[config.mk]
export PLATFORM = sky130hd
export DESIGN_NAME = shift_seq
export DESIGN_NICKNAME = d
export VERILOG_FILES = /design/src/rtl/shift_seq_pkg.sv /design/src/rtl/shift_req_buf.sv /design/src/rtl/shift_seq.sv
export SDC_FILE = /design/constraint.sdc
export NUM_CORES = 1
export LEC_CHECK = 0
export CORE_ASPECT_RATIO = 1.25
export CORE_MARGIN = 2
export CORE_UTILIZATION = 42
export DETAILED_ROUTE_END_ITERATION = 8
export PLACE_DENSITY_LB_ADDON = 0.08
export SYNTH_ARGS = -nofsm -noshare
export SYNTH_HDL_FRONTEND = slang
export SYNTH_HIERARCHICAL = 1
export SYNTH_SLANG_ARGS = --single-unit
[constraint.sdc]
create_clock -name clk -period 2.2 [get_ports clk]
set_input_delay 0.22 -clock clk [delete_from_list [all_inputs] [get_ports clk]]
set_output_delay 0.22 -clock clk [all_outputs]
set_load 0.05 [all_outputs]
[src/rtl/shift_seq_pkg.sv]
// shift_seq_pkg
// Shared definitions for the shift issue/retire sequencer:
//   - shifter format codes (lsr, lsl, asr, ror32)
//   - FSM state encoding
//   - helpers that decide whether a request can skip the shifter and
//     that map the 8-bit request count onto the 6-bit shifter count
package shift_seq_pkg;

  localparam logic [2:0] FMT_LSR = 3'b000;
  localparam logic [2:0] FMT_LSL = 3'b001;
  localparam logic [2:0] FMT_ASR = 3'b010;
  localparam logic [2:0] FMT_ROR = 3'b100;

  typedef enum logic [1:0] {
    ST_IDLE   = 2'd0,
    ST_SETTLE = 2'd1,
    ST_WAIT   = 2'd2
  } state_t;

  // hit  : the result is known without running the shifter
  // fill : value replicated across every result bit when hit is set
  typedef struct packed {
    logic hit;
    logic fill;
  } bypass_t;

  // Linear shifts by WIDTH or more shift everything out, so the result
  // is either all zeros or, for asr, all copies of the sign bit.
  // Rotates never bypass because their count wraps modulo 32.
  function automatic bypass_t bypass_calc(input logic [2:0] fmt,
                                          input logic [7:0] cnt,
                                          input logic       sign,
                                          input int         width);
    bypass_t r;
    r.hit  = ((fmt & FMT_ROR) == 3'b000) && (int'(cnt) >= width);
    r.fill = r.hit && (fmt == FMT_ASR) && sign;
    return r;
  endfunction

  // Rotates use the low five bits of the count; linear shifts that reach
  // the shifter are already known to be below WIDTH (at most 64).
  function automatic logic [5:0] map_cnt(input logic [2:0] fmt,
                                         input logic [7:0] cnt);
    logic [5:0] c;
    if ((fmt & FMT_ROR) == FMT_ROR) c = {1'b0, cnt[4:0]};
    else                            c = cnt[5:0];
    return c;
  endfunction

endpackage

[src/rtl/shift_req_buf.sv]
// shift_req_buf
// One-entry request holding register placed in front of the sequencer
// when SHIFT_SEQ_SKID_EN is defined.  It lets the ALU hand over one more
// request while the sequencer is still working on, or holding the
// response of, the previous one.
//
// Ports:
//   clk, arstn         clock, asynchronous active-low reset
//   push               load fmt/cnt/a/tag into the entry
//   pop                the sequencer consumed the entry
//   fmt, cnt, a, tag   request fields to capture
//   buf_valid          entry holds a request
//   buf_fmt .. buf_tag stored request fields
module shift_req_buf
  #(parameter int WIDTH = 32,
    parameter int TAGW  = 4)
  (
    input  logic             clk,
    input  logic             arstn,
    input  logic             push,
    input  logic             pop,
    input  logic [2:0]       fmt,
    input  logic [7:0]       cnt,
    input  logic [WIDTH-1:0] a,
    input  logic [TAGW-1:0]  tag,
    output logic             buf_valid,
    output logic [2:0]       buf_fmt,
    output logic [7:0]       buf_cnt,
    output logic [WIDTH-1:0] buf_a,
    output logic [TAGW-1:0]  buf_tag
  );

  // A push on the same edge as a pop replaces the entry, so the buffer
  // stays full and arrival order is kept.
  always_ff @(posedge clk or negedge arstn) begin
    if (!arstn) begin
      buf_valid <= 1'b0;
      buf_fmt   <= '0;
      buf_cnt   <= '0;
      buf_a     <= '0;
      buf_tag   <= '0;
    end else begin
      if (push) begin
        buf_valid <= 1'b1;
        buf_fmt   <= fmt;
        buf_cnt   <= cnt;
        buf_a     <= a;
        buf_tag   <= tag;
      end else if (pop) begin
        buf_valid <= 1'b0;
      end
    end
  end

endmodule

[src/rtl/shift_seq.sv]
// shift_seq
// Issue/retire stage in front of the iterative shifter (ishift).  Takes
// shift requests from the ALU, answers out-of-range linear shifts
// directly, otherwise pulses the shifter, waits for it to finish and
// holds the result with the request tag until the consumer takes it.
//
// Configuration macro: SHIFT_SEQ_SKID_EN adds a one-entry request buffer
// so a second request can be accepted while one is in flight.
//
// Ports:
//   clk, arstn            clock, asynchronous active-low reset
//   req_valid/req_ready   request handshake from the ALU
//   req_fmt, req_cnt      format code and 8-bit shift count
//   req_a, req_tag        operand and opaque tag
//   rsp_valid/rsp_ready   held response handshake
//   rsp_y, rsp_tag        result and tag of the request it belongs to
//   sh_go                 one-cycle start pulse to the shifter
//   sh_fmt, sh_cnt, sh_a  registered command to the shifter
//   sh_busy, sh_y         shifter status and result
//   idle                  FSM in IDLE with no response held
module shift_seq
  import shift_seq_pkg::*;
  #(parameter int WIDTH = 32,
    parameter int TAGW  = 4)
  (
    input  logic             clk,
    input  logic             arstn,
    input  logic             req_valid,
    output logic             req_ready,
    input  logic [2:0]       req_fmt,
    input  logic [7:0]       req_cnt,
    input  logic [WIDTH-1:0] req_a,
    input  logic [TAGW-1:0]  req_tag,
    output logic             rsp_valid,
    input  logic             rsp_ready,
    output logic [WIDTH-1:0] rsp_y,
    output logic [TAGW-1:0]  rsp_tag,
    output logic             sh_go,
    output logic [2:0]       sh_fmt,
    output logic [5:0]       sh_cnt,
    output logic [WIDTH-1:0] sh_a,
    input  logic             sh_busy,
    input  logic [WIDTH-1:0] sh_y,
    output logic             idle
  );

  state_t           state;
  state_t           state_nxt;
  logic             run_q;
  logic [TAGW-1:0]  tag_q;
  logic             transfer;
  logic             issue_valid;
  logic [2:0]       issue_fmt;
  logic [7:0]       issue_cnt;
  logic [WIDTH-1:0] issue_a;
  logic [TAGW-1:0]  issue_tag;
  bypass_t          byp;

  assign transfer = req_valid && req_ready;

`ifdef SHIFT_SEQ_SKID_EN
  logic             can_issue;
  logic             buf_push;
  logic             buf_pop;
  logic             buf_valid;
  logic [2:0]       buf_fmt;
  logic [7:0]       buf_cnt;
  logic [WIDTH-1:0] buf_a;
  logic [TAGW-1:0]  buf_tag;

  // The sequencer may start a new request on the edge that retires the
  // held response.  A buffered request always goes first; an arriving
  // request goes straight through only when nothing is buffered and the
  // sequencer can take it, otherwise it is parked in the buffer.
  assign can_issue   = (state == ST_IDLE) && (!rsp_valid || rsp_ready);
  assign buf_pop     = can_issue && buf_valid;
  assign buf_push    = transfer && !(can_issue && !buf_valid);
  assign issue_valid = can_issue && (buf_valid || transfer);
  assign issue_fmt   = buf_valid ? buf_fmt : req_fmt;
  assign issue_cnt   = buf_valid ? buf_cnt : req_cnt;
  assign issue_a     = buf_valid ? buf_a   : req_a;
  assign issue_tag   = buf_valid ? buf_tag : req_tag;

  shift_req_buf #(.WIDTH(WIDTH), .TAGW(TAGW)) u_buf (
    .clk       (clk),
    .arstn     (arstn),
    .push      (buf_push),
    .pop       (buf_pop),
    .fmt       (req_fmt),
    .cnt       (req_cnt),
    .a         (req_a),
    .tag       (req_tag),
    .buf_valid (buf_valid),
    .buf_fmt   (buf_fmt),
    .buf_cnt   (buf_cnt),
    .buf_a     (buf_a),
    .buf_tag   (buf_tag)
  );
`else
  assign issue_valid = transfer;
  assign issue_fmt   = req_fmt;
  assign issue_cnt   = req_cnt;
  assign issue_a     = req_a;
  assign issue_tag   = req_tag;
`endif

  assign byp = bypass_calc(issue_fmt, issue_cnt, issue_a[WIDTH-1], WIDTH);

  // req_ready must read low while reset is held, even though the FSM
  // already sits in IDLE; run_q goes high on the first edge after release.
  always_ff @(posedge clk or negedge arstn) begin
    if (!arstn) run_q <= 1'b0;
    else        run_q <= 1'b1;
  end

  // State register.
  always_ff @(posedge clk or negedge arstn) begin
    if (!arstn) state <= ST_IDLE;
    else        state <= state_nxt;
  end

  // Next-state logic: bypassed requests never leave IDLE; shifter
  // requests spend one cycle in SETTLE so the shifter has seen sh_go
  // before its busy flag is trusted.
  always_comb begin
    state_nxt = state;
    unique case (state)
      ST_IDLE:   if (issue_valid && !byp.hit) state_nxt = ST_SETTLE;
      ST_SETTLE: state_nxt = ST_WAIT;
      ST_WAIT:   if (!sh_busy) state_nxt = ST_IDLE;
      default:   state_nxt = ST_IDLE;
    endcase
  end

  // Output logic.
  always_comb begin
    idle = (state == ST_IDLE) && !rsp_valid;
`ifdef SHIFT_SEQ_SKID_EN
    req_ready = run_q && !buf_valid;
`else
    req_ready = run_q && idle;
`endif
  end

  // Registered shifter command and held response.  Clearing the response
  // is written before the loads so that a load on the same edge wins.
  always_ff @(posedge clk or negedge arstn) begin
    if (!arstn) begin
      sh_go     <= 1'b0;
      sh_fmt    <= '0;
      sh_cnt    <= '0;
      sh_a      <= '0;
      tag_q     <= '0;
      rsp_valid <= 1'b0;
      rsp_y     <= '0;
      rsp_tag   <= '0;
    end else begin
      sh_go <= 1'b0;
      if (rsp_valid && rsp_ready) rsp_valid <= 1'b0;
      if ((state == ST_IDLE) && issue_valid) begin
        if (byp.hit) begin
          rsp_valid <= 1'b1;
          rsp_y     <= {WIDTH{byp.fill}};
          rsp_tag   <= issue_tag;
        end else begin
          sh_go  <= 1'b1;
          sh_fmt <= issue_fmt;
          sh_cnt <= map_cnt(issue_fmt, issue_cnt);
          sh_a   <= issue_a;
          tag_q  <= issue_tag;
        end
      end
      if ((state == ST_WAIT) && !sh_busy) begin
        rsp_valid <= 1'b1;
        rsp_y     <= sh_y;
        rsp_tag   <= tag_q;
      end
    end
  end

endmodule

==> impl_results.md <==
* Die Y at 110 um
* Ys Warns at 6
* Finished Core Util at 66.3%
* R2R Setup Slk at 0.17 ns
* Max rail drop VDD at 0.849 mV
* Drt first pass iters at 4
* Crit Reg-Reg Endpoint: rsp_y[19]
* Final hold violation count at 0
* Routability cong. at 0.772
* Seq cells post-synth at 86
* 1st-iter DRT viols at 255
* Vias in the first global route at 2981
* Slowest cell on the critical path: clkdlybuf4s50_1
* Top post-synthesis cells by area: dfrtp_1, mux2_4, o41ai_1, a31oi_1, mux2_2
* Clock Latency Late Sink at 0.35 ns
* H-tree depth at 3
* Grt ovf at 0
* Worst Path Arrival at 1.81 ns
* Antenna Cells at 0
* GRT Total Usage at 19.9%
* FF/Latch Area at 2150 um^2
* Power share of the clock group at 13.9%
* Core area at 8700 um^2
* Root Driver: clkbuf_8
* Final wirelength at 9470 um
* Sequential element share of the synthesized area at 57.4%
* Worst hold-check path type: primary input to async pin
* Max_cap viols at 0
* Wire per inst at 16.4 um
* Top cell type by total area after synthesis: dfrtp_1
* Share of cells above drive strength 1 at 16.6%
* Combinational Power Share at 56.3%
* Psw at 4.04 mW
* Final setup violation count at 0
* Critical path endpoint category: primary output
* Syn Inst Count at 296
* Nets at 536
* Clock skew at 0.00515 ns
* Outcome: completed
* Clock-pin slew of the registers on the worst-case setup and hold paths at 0.09 ns
* Largest net degree at the start of global routing at 74
* Max Freq at 492 MHz
* Antenna violations before repair at 0
* Ports at 165
* FFs w/ async S/R, synth at 100%
* Worst-path maximum fanout at 4
* Power Density at 1530 nW/um^2
* Multi-input logic area at 1420 um^2
* Share of the synthesized area in the top cell type at 57.4%
* Post-route DRC at 0
* Initial Util at 43.1%
* Fin crit period at 2.03 ns
* Unrepaired setup endpoints after global routing: no
* Via count at 3004
* Final Max Tran Viols at 0
* Worst reg2reg path startpoint: state[0]
* Post-synth EDFFs at 0
* Sink Count at 86
* Primary FF master, synth: dfrtp_1
* Startpoint types: register
* Critical path class: register to primary output
* Syn_nets at 380
* Row Count at 38
* Port Buffer Count at 164
* Total Power at 8.84 mW
* Routed Antenna Nets at 0
* Clock tree buffer depth at 2
* Reg power frac at 29.9%
* Mean post-synth cell area at 12.7 um^2
* Critical path cell sequence: nor3_1, clkdlybuf4s50_1
* Synthesized area at 3750 um^2
* Slew margin rel. at 64.1%
* Die Wd at 88.5 um
* Worst-Margin Slew at 0.537 ns
* LEAKAGE at 2.47 nW
* Via density at 5.21
* Filler cell count at 687
* P&R area growth vs syn at 53.9%
* Hpwl dp at 6380 um
* Final worst-path cycle share at 92.4%
* CP peak stage delay at 0.85 ns
* CTS tree: done
* First-pass GRT wire length at 15000 um
* Worst r2r path cells at 4
* Power Internal at 4.80 mW
* CTS buffer count at 9
* Post-synth cell types at 29
* Final setup TNS at 0 ns
* CP delay by family, top: buffers and inverters
* Data required time of the critical path at 1.98 ns
* DIE AREA at 9700 um^2
* Worst path bufs/invs at 1
* Sw frac at 45.7%
## worst register-to-register path, stage by stage (launching register included)
cell and delay, ns:
dfrtp_1 0.41, or4b_1 0.65, buf_4 0.29, o41ai_1 0.40, a31oi_1 0.14
## state kept, by name, indices dropped and copies added, names as in the netlist
| name | count |
|---|---|
| state | 2 |
| rsp_y | 32 |
| sh_fmt | 3 |
| rsp_tag | 4 |
| sh_go | 1 |
| sh_a | 32 |
| rsp_valid | 1 |
| run_q | 1 |
| sh_cnt | 6 |
| tag_q | 4 |
## metrics by stage
stage | worst slack (ns) | std cells | hold slack [ns] | area, um^2
4_1_cts | 0.123 | 577 | 0.301 | 5770
5_1_grt | 0.0347 | 577 | 0.326 | 5770
3_3_place_gp | 0.274 | 560 | 0.138 | 5540
3_5_place_dp | 0.205 | 560 | 0.145 | 5540
6_report | 0.167 | 577 | 0.304 | 5770
2_1_floorplan | 0.0124 | 296 | -0.0756 | 3750
## worst max path at each step
stage	start	endpoint	slack (ns)	cells after the start
floorplan	rsp_valid	sh_a[0]	0.01	7
global placement	state[0]	sh_a[10]	0.27	5
detailed placement	state[0]	rsp_y[19]	0.21	4
CTS	state[0]	idle	0.12	2
global route	state[0]	rsp_y[25]	0.03	4
finish	state[0]	idle	0.17	2
## cells in the final DEF (no fill, tap or decap), drive strengths merged
| master | count |
|---|---|
| a32o | 1 |
| nor2 | 32 |
| nand2 | 5 |
| or4b | 1 |
| a31oi | 32 |
| o211ai | 1 |
| clkbuf | 10 |
| dfrtp | 86 |
| nor4bb | 1 |
| clkdlybuf4s50 | 162 |
| nor4 | 1 |
| mux2 | 43 |
| buf | 13 |
| nand4 | 5 |
| nor3 | 2 |
| nor2b | 4 |
| inv | 7 |
| clkinv | 3 |
| clkinvlp | 2 |
| mux2i | 1 |
| o41ai | 32 |
| conb | 1 |
| bufinv | 2 |
| dlygate4sd3 | 1 |
| o221ai | 4 |
| and2 | 1 |
| or3 | 1 |
| nand3b | 1 |
| nand2b | 1 |
| or3b | 1 |
## layout make-up
cell class | instances | area share [%]
inverters | 8 | 0.607
clock inverters | 6 | 1.47
repair buffers | 176 | 31.0
clock buffers | 10 | 2.38
well taps | 120 | 2.60
flip-flops and latches | 86 | 37.3
multi-input cells | 171 | 24.6
## cell usage after synthesis (all sizes together), types with 2 or more instances
cell	number
o221ai	4
nor2b	4
o41ai	32
dfrtp	86
inv	7
nor3	2
nand4	5
nor2	32
nand2	5
buf	6
a31oi	32
clkbuf	25
mux2	43
## timing repair
action,4_1_cts,5_1_grt
hold buffers,1,0
resized for setup,0,0
buffers inserted,0,0
hold endpoints to repair,23,0
## per-layer routing
metal | vias up | GRT usage (%) | share of wire [%]
met3 | 10 | 5.86 | 8.6
met2 | 136 | 29.9 | 47
met4 | 0 | 7.47 | 1.4
li1 | 1416 | - | -
met5 | - | 0 | 0
met1 | 1442 | 27.2 | 42
## power by group through the flow
stage          sequential, mW  clock (mW)  combinational (mW)
2_1_floorplan            4.89           0                1.00
3_3_place_gp             2.65           0                4.95
3_5_place_dp             2.65           0                5.00
4_1_cts                  2.65        1.27                5.01
5_1_grt                  2.72        1.34                5.20
6_report                 2.64        1.23                4.97
## kinds of logic after synthesis
group,after synthesis,synth area share (%)
other cells,1,0.100
compound gates,70,14.6
flops,86,57.4
simple gates,56,7.24
mux,44,15.8
buf+inv,39,4.91
Note: power is estimated with default switching activity, not from simulation.
